[src/rtl/demux_gate_unit_if.sv]
// demux_gate_unit_if: operand/result valid-ready bundle for demux_gate_unit
interface demux_gate_unit_if #(
    parameter int WIDTH = 8,
    parameter int CW = $clog2(WIDTH + 1)
);
    logic             in_valid;
    logic             in_ready;
    logic [WIDTH-1:0] a;
    logic [WIDTH-1:0] b;
    logic [3:0]       op;
    logic             out_valid;
    logic             out_ready;
    logic [WIDTH-1:0] y;
    logic [CW-1:0]    ones;
    modport master (
        output in_valid, a, b, op, out_ready,
        input  in_ready, out_valid, y, ones
    );
    modport slave (
        input  in_valid, a, b, op, out_ready,
        output in_ready, out_valid, y, ones
    );
endinterface

[src/rtl/demux_gate_unit.sv]
// demux_gate_unit: per-bit 1-to-4 demux minterms masked by a truth-table opcode, two-stage valid/ready pipeline with popcount
module demux_gate_unit #(
    parameter int WIDTH = 8,
    parameter int CW = $clog2(WIDTH + 1)
) (
    input logic clk,
    input logic rst_n,
    demux_gate_unit_if.slave bus
);
    logic [WIDTH-1:0][3:0] m_q, m_d;
    logic [3:0]            op_q, op_d;
    logic                  s1_valid_q, s1_valid_d;
    logic                  s2_valid_q, s2_valid_d;
    logic [WIDTH-1:0]      y_q, y_d, y_c;
    logic [CW-1:0]         ones_q, ones_d, ones_c;
    logic                  s1_load, s2_load, in_fire;
    always_comb begin
        s2_load = !s2_valid_q || bus.out_ready;
        s1_load = !s1_valid_q || s2_load;
        in_fire = bus.in_valid && s1_load;
        m_d = m_q;
        y_c = '0;
        ones_c = '0;
        for (int i = 0; i < WIDTH; i++) begin
            m_d[i] = in_fire ? 4'b0001 << {bus.a[i], bus.b[i]} : m_q[i];
            y_c[i] = |(m_q[i] & op_q);
            ones_c = ones_c + CW'(y_c[i]);
        end
        op_d = in_fire ? bus.op : op_q;
        s1_valid_d = s1_load ? bus.in_valid : s1_valid_q;
        s2_valid_d = s2_load ? s1_valid_q : s2_valid_q;
        y_d = (s2_load && s1_valid_q) ? y_c : y_q;
        ones_d = (s2_load && s1_valid_q) ? ones_c : ones_q;
    end
    always_ff @(posedge clk or negedge rst_n) begin
        if (!rst_n) begin
            m_q        <= '0;
            op_q       <= '0;
            s1_valid_q <= 1'b0;
            s2_valid_q <= 1'b0;
            y_q        <= '0;
            ones_q     <= '0;
        end else begin
            m_q        <= m_d;
            op_q       <= op_d;
            s1_valid_q <= s1_valid_d;
            s2_valid_q <= s2_valid_d;
            y_q        <= y_d;
            ones_q     <= ones_d;
        end
    end
    assign bus.in_ready  = s1_load;
    assign bus.out_valid = s2_valid_q;
    assign bus.y         = y_q;
    assign bus.ones      = ones_q;
endmodule

[src/flat_wrapper.sv]
// flat-port wrapper written by rule: the top's interface ports become plain ports
module demux_gate_unit_flat 
#(
    parameter int WIDTH = 8,
    parameter int CW = $clog2(WIDTH + 1)
)
  (clk, rst_n, bus_in_valid, bus_a, bus_b, bus_op, bus_out_ready, bus_in_ready, bus_out_valid, bus_y, bus_ones);
  demux_gate_unit_if #(.WIDTH(WIDTH), .CW(CW)) bus_i ();
  input logic clk;
  input logic rst_n;
  input wire logic [$bits(bus_i.in_valid)-1:0] bus_in_valid;
  input wire logic [$bits(bus_i.a)-1:0] bus_a;
  input wire logic [$bits(bus_i.b)-1:0] bus_b;
  input wire logic [$bits(bus_i.op)-1:0] bus_op;
  input wire logic [$bits(bus_i.out_ready)-1:0] bus_out_ready;
  output wire logic [$bits(bus_i.in_ready)-1:0] bus_in_ready;
  output wire logic [$bits(bus_i.out_valid)-1:0] bus_out_valid;
  output wire logic [$bits(bus_i.y)-1:0] bus_y;
  output wire logic [$bits(bus_i.ones)-1:0] bus_ones;
  assign bus_i.in_valid = bus_in_valid;
  assign bus_i.a = bus_a;
  assign bus_i.b = bus_b;
  assign bus_i.op = bus_op;
  assign bus_i.out_ready = bus_out_ready;
  assign bus_in_ready = bus_i.in_ready;
  assign bus_out_valid = bus_i.out_valid;
  assign bus_y = bus_i.y;
  assign bus_ones = bus_i.ones;
  demux_gate_unit #(.WIDTH(WIDTH), .CW(CW)) u_core (.clk(clk), .rst_n(rst_n), .bus(bus_i));
endmodule
[config.mk]
export PLATFORM = sky130hd
export DESIGN_NAME = demux_gate_unit_flat
export DESIGN_NICKNAME = d
export VERILOG_FILES = /design/src/rtl/demux_gate_unit_if.sv /design/src/rtl/demux_gate_unit.sv /design/src/flat_wrapper.sv
export SDC_FILE = /design/constraint.sdc
export NUM_CORES = 1
export LEC_CHECK = 0
export CAP_MARGIN = 20
export CELL_PAD_IN_SITES_DETAIL_PLACEMENT = 1
export CELL_PAD_IN_SITES_GLOBAL_PLACEMENT = 2
export CORE_MARGIN = 3
export CORE_UTILIZATION = 36
export CTS_CLUSTER_SIZE = 14
export DETAILED_ROUTE_END_ITERATION = 16
export GPL_TIMING_DRIVEN = 0
export PLACE_DENSITY_LB_ADDON = 0.1
export SLEW_MARGIN = 25
export SYNTH_ARGS = -nofsm -noshare
export SYNTH_HDL_FRONTEND = slang
export SYNTH_SLANG_ARGS = --single-unit
export TNS_END_PERCENT = 5
[constraint.sdc]
create_clock -name clk -period 3.5 [get_ports clk]
set_input_delay 0.7 -clock clk [delete_from_list [all_inputs] [get_ports clk]]
set_output_delay 0.7 -clock clk [all_outputs]
set_load 0.03 [all_outputs]
# Word-level counts from Yosys, hierarchy flattened

Cells that the tools add are included.
W data, S select, Z words.

Register bits: 50
Output and inout bits: 14
Logic and storage cells: 50

Add/sub/neg operators: 7
Shift-type cells: 8
Bitwise operators: 8
Reductions and logical operators: 14

Operator list:

| kind                  | count |
|---|---|
| $and A4 B4 Y4         | 8 |
| $reduce_or A4 Y1      | 8 |
| $shl A1 B2 Y4 const A | 8 |
| $add A4 B1 Y4         | 6 |
| $add A1 B1 Y2         | 1 |
| $logic_and A1 B1 Y1   | 2 |
| $logic_not A1 Y1      | 2 |
| $logic_or A1 B1 Y1    | 2 |

# Depth between registers and ports, before layout

Depth in word-level cells: 9
Mapped depth: 11
Depth with buffers taken out: 10

# Worst setup path after synthesis

Ideal clock, no wire load.

Kind: register to register
From: register u_core.op_q[0]
To: register u_core.ones_q[2] (netlist: u_core.bus.ones[2])
Setup time: 0.125 ns
Arrival: 2.991 ns
Required time: 3.375 ns
Slack: 0.384 ns
Cell stages (with the launch flop): 12
Period minus slack after synthesis: 3.116 ns
Cells stage by stage: dfrtp_1 > buf_2 > a22oi_1 > nand2_1 > ha_1 > fa_1 > fa_1 > fa_1 > inv_1 > fa_1 > xnor2_1 > mux2_2

Longest elaborated chain between the ends: 9
Elaborated cells on any way between the ends: 23

RTL lines:

| element                     | RTL line              | source |
|---|---|---|
| start, declared             | demux_gate_unit.sv:11 | `logic [3:0] op_q, op_d;` |
| start signal, assigned      | demux_gate_unit.sv:45 | `op_q <= op_d;` |
| $and A4 B4 Y4               | demux_gate_unit.sv:26 | `y_c[i] = \|(m_q[i] & op_q);` |
| $reduce_or A4 Y1            | demux_gate_unit.sv:26 |  |
| net u_core.y_c[0]           | demux_gate_unit.sv:14 | `logic [WIDTH-1:0] y_q, y_d, y_c;` |
| $add A1 B1 Y2               | demux_gate_unit.sv:27 | `ones_c = ones_c + CW'(y_c[i]);` |
| $add A4 B1 Y4 (6 in series) | demux_gate_unit.sv:27 |  |
| end signal, assigned        | demux_gate_unit.sv:49 | `ones_q <= ones_d;` |
| end, declared               | demux_gate_unit.sv:15 | `logic [CW-1:0] ones_q, ones_d, ones_c;` |

The timed path passes the listed nets, and every way through them passes these cells.
A chain may end at the register's enable or synchronous reset.

# Worst setup path after layout

From: register u_core.op_q[3]
To: register u_core.ones_q[2] (netlist: u_core.bus.ones[2])

Same word-level chain as after synthesis.

==> results.sh <==
export IMPL_critPathMostFrequentCell="fa_1"
export IMPL_grt_setup_unrepaired="false"
export IMPL_netlist_area_um2=2520
export IMPL_hold_path_class="input port to async pin"
export IMPL_cp_startpoint="u_core.op_q[3]$_DFFE_PN0P_"
export IMPL_fin_tns_setup_ns=0
export IMPL_cts_tree="yes"
export IMPL_postSynthCellCount=184
export IMPL_arrival_ns=3.55
export IMPL_setup_viol=0
export IMPL_r2r_cells=11
export IMPL_initial_core_util=0.384
export IMPL_period_needed_ns=3.36
export IMPL_worst_path_max_delay_cell="fa_1"
export IMPL_slew_headroom=0.565
export IMPL_dieArea_um2=8040
export IMPL_cts_buffers=5
export IMPL_grt_overflow_total=0
export IMPL_drtAntennaViolNets=0
export IMPL_multi_input_area_um2=1180
export IMPL_cts_sinks=50
export IMPL_grt_first_pass_wirelength_mm=9.47
export IMPL_dieWidth_um=89.6
export IMPL_num_vias=1587
export IMPL_wl_mm=5.63
export IMPL_powerDensity_nw_per_um2=593
export IMPL_die_h_um=89.6
export IMPL_seq_area_um2=1250
export IMPL_detailed_place_hpwl_mm=4.05
export IMPL_io_pins=38
export IMPL_drt_iter0_drc=52
export IMPL_vias_per_cell=4.91
export IMPL_finalPower_w=0.00187
export IMPL_cp_top_family="adder cells"
export IMPL_seq_area_frac_synth=0.497
export IMPL_clkPwrFrac=0.186
export IMPL_cp_end_kind="register"
export IMPL_layout_nets=260
export IMPL_drv_cap=0
export IMPL_clkTransAtPathRegs_ns=0.09
export IMPL_rows=29
export IMPL_pwr_share_comb=0.417
export IMPL_cell_internal_pwr_w=0.00124
export IMPL_finClkSkew_ns=0.00376
export IMPL_worstSkewPairLatency_ns=0.30
export IMPL_port_buffers=36
export IMPL_r2r_slack_ns=0.14
export IMPL_p_sw_frac=0.338
export IMPL_antenna_found_initial=0
export IMPL_final_common_cell="dfrtp_1"
export IMPL_p_leak_nw=1.44
export IMPL_grt_use_total=0.157
export IMPL_crit_chain="clkbuf_4, a22oi_2, nand2_1, ha_4, fa_1, fa_1, fa_2, inv_1, fa_1, xnor2_1, mux2_2"
export IMPL_place_gp_congestion=0.757
export IMPL_status="completed"
export IMPL_synth_warnings=0
export IMPL_diodes=0
export IMPL_dr_pass1_iters=4
export IMPL_syn_avg_cell_area_um2=13.7
export IMPL_critPathRequiredTime_ns=3.69
export IMPL_max_stage_delay_ns=0.55
export IMPL_cts_root_buffer="clkbuf_8"
export IMPL_pwr_share_seq=0.397
export IMPL_coreArea_um2=6570
export IMPL_tightest_slew_ns=0.652
export IMPL_wl_per_cell_um=17.4
export IMPL_ys_types=22
export IMPL_r2r_start="u_core.op_q[3]$_DFFE_PN0P_"
export IMPL_path_class="register to register"
export IMPL_ir_worst_vdd_mv=0.250
export IMPL_syn_to_final_growth_pct=24.9
export IMPL_fmax_ghz=0.297
export IMPL_period_share=0.961
export IMPL_synth_seq_cells=50
export IMPL_drive_above_1_share=0.326
export IMPL_postLayoutCoreUtil=0.479
export IMPL_cts_buffer_depth=2
export IMPL_nFillCells=690
export IMPL_drv_slew=0
export IMPL_p_switching_w=0.000631
export IMPL_final_cell_mix="50 x dfrtp_1, 35 x clkdlybuf4s50_1, 23 x mux2_4"
export IMPL_crit_buf_inv=2
export IMPL_finalHoldViolCount=0
export IMPL_grt_start_max_net_pins=51
export IMPL_crit_fanout=9
export IMPL_grt_pass1_vias=1860
export IMPL_worst_setup_path_start_kind="register"
export IMPL_syn_nets=215
export IMPL_route_detailed_drc=0
export IMPL_rr_endpoint="u_core.bus.ones[2]$_DFFE_PN0P_"
export IMPL_h_tree_depth=2
-- state kept, by name, summed over array words and instances (netlist names) --
signal                cells
u_core.bus.ones           4
u_core.bus.out_valid      1
u_core.bus.y              8
u_core.m_q               32
u_core.op_q               4
u_core.s1_valid_q         1
-- logic make-up after synthesis --
family | count (synthesis) | synth area share
AOI/OAI and AO/OA | 25 | 0.0815
muxes | 40 | 0.213
buffers and inverters | 14 | 0.0477
and+or+nand+nor | 47 | 0.111
DFF | 50 | 0.497
xor gates and xnor gates | 1 | 0.00348
adders and majority gates | 7 | 0.0467
-- synthesized netlist by cell type --
cell | number | area, um^2
buf_2 | 4 | 20.0
mux2_2 | 16 | 180
or2b_1 | 1 | 7.51
nor2_1 | 8 | 30.0
dfrtp_1 | 50 | 1250
nand3b_4 | 1 | 20.0
buf_6 | 4 | 45.0
a21oi_1 | 1 | 5.00
a21bo_2 | 8 | 80.1
a22oi_1 | 16 | 120
fa_1 | 4 | 80.1
nand2_1 | 9 | 33.8
mux2i_1 | 1 | 10.0
buf_12 | 2 | 40.0
mux2_4 | 23 | 345
ha_1 | 3 | 37.5
inv_1 | 4 | 15.0
nor2b_1 | 17 | 106
xnor2_1 | 1 | 8.76
nand2b_1 | 2 | 12.5
nand2_8 | 1 | 20.0
nand4_1 | 8 | 50.1
-- layer usage --
| metal | vias up | share of wire | global-route usage |
|---|---|---|---|
| met3 | 7 | 0.032 | 0.0356 |
| li1 | 738 | - | - |
| met5 | - | 0 | 0 |
| met1 | 808 | 0.43 | 0.193 |
| met4 | 0 | 0.013 | 0.0419 |
| met2 | 34 | 0.52 | 0.278 |
-- worst max path at each step --
stage	end	slack [ns]	cells after the start
2_1_floorplan	u_core.bus.ones[2]$_DFFE_PN0P_	0.38	11
3_3_place_gp	u_core.bus.ones[2]$_DFFE_PN0P_	0.10	11
3_5_place_dp	u_core.bus.ones[2]$_DFFE_PN0P_	0.06	11
4_1_cts	u_core.bus.ones[2]$_DFFE_PN0P_	0.03	11
5_1_grt	u_core.bus.ones[2]$_DFFE_PN0P_	0.04	11
6_report	u_core.bus.ones[2]$_DFFE_PN0P_	0.14	11
-- power groups by stage --
stage	Combinational, W	Sequential (W)	Clock (W)
global placement	0.000738	0.000745	0
detailed placement	0.000770	0.000751	0
finish	0.000778	0.000741	0.000347
CTS	0.000774	0.000741	0.000365
floorplan	0.000388	0.000852	0
global route	0.000854	0.000758	0.000390
-- layout make-up --
type / count / share of cell area
plain buffers: 10 / 0.0378
clock buffers: 7 / 0.0274
clock inverters: 1 / 0.00159
inverters: 4 / 0.00477
multi-input cells: 120 / 0.375
flip-flops and latches: 50 / 0.398
well taps: 93 / 0.0370
repair buffers: 38 / 0.119
-- metrics by stage --
step / setup WS [ns] / cells / hold WS [ns] / area, um^2
after floorplan: 0.384 / 184 / 0.404 / 2520
after global placement: 0.102 / 313 / 0.471 / 3000
after detailed placement: 0.0650 / 313 / 0.478 / 2990
after CTS: 0.0344 / 321 / 0.446 / 3080
after global routing: 0.0408 / 323 / 0.465 / 3150
final: 0.137 / 323 / 0.414 / 3150
-- timing repair --
item	in CTS	in global routing
gates resized for setup	0	14
hold buffers	0	0
setup endpoints to repair	0	2
setup buffers	0	2
-- worst register-to-register path: stages, from the launching register on --
cell and delay (ns):
dfrtp_1 0.37, clkbuf_4 0.20, a22oi_2 0.17, nand2_1 0.15, ha_4 0.25, fa_1 0.53, fa_1 0.55, fa_2 0.22
inv_1 0.05, fa_1 0.37, xnor2_1 0.13, mux2_2 0.25
(Power assumes the default switching activity.)
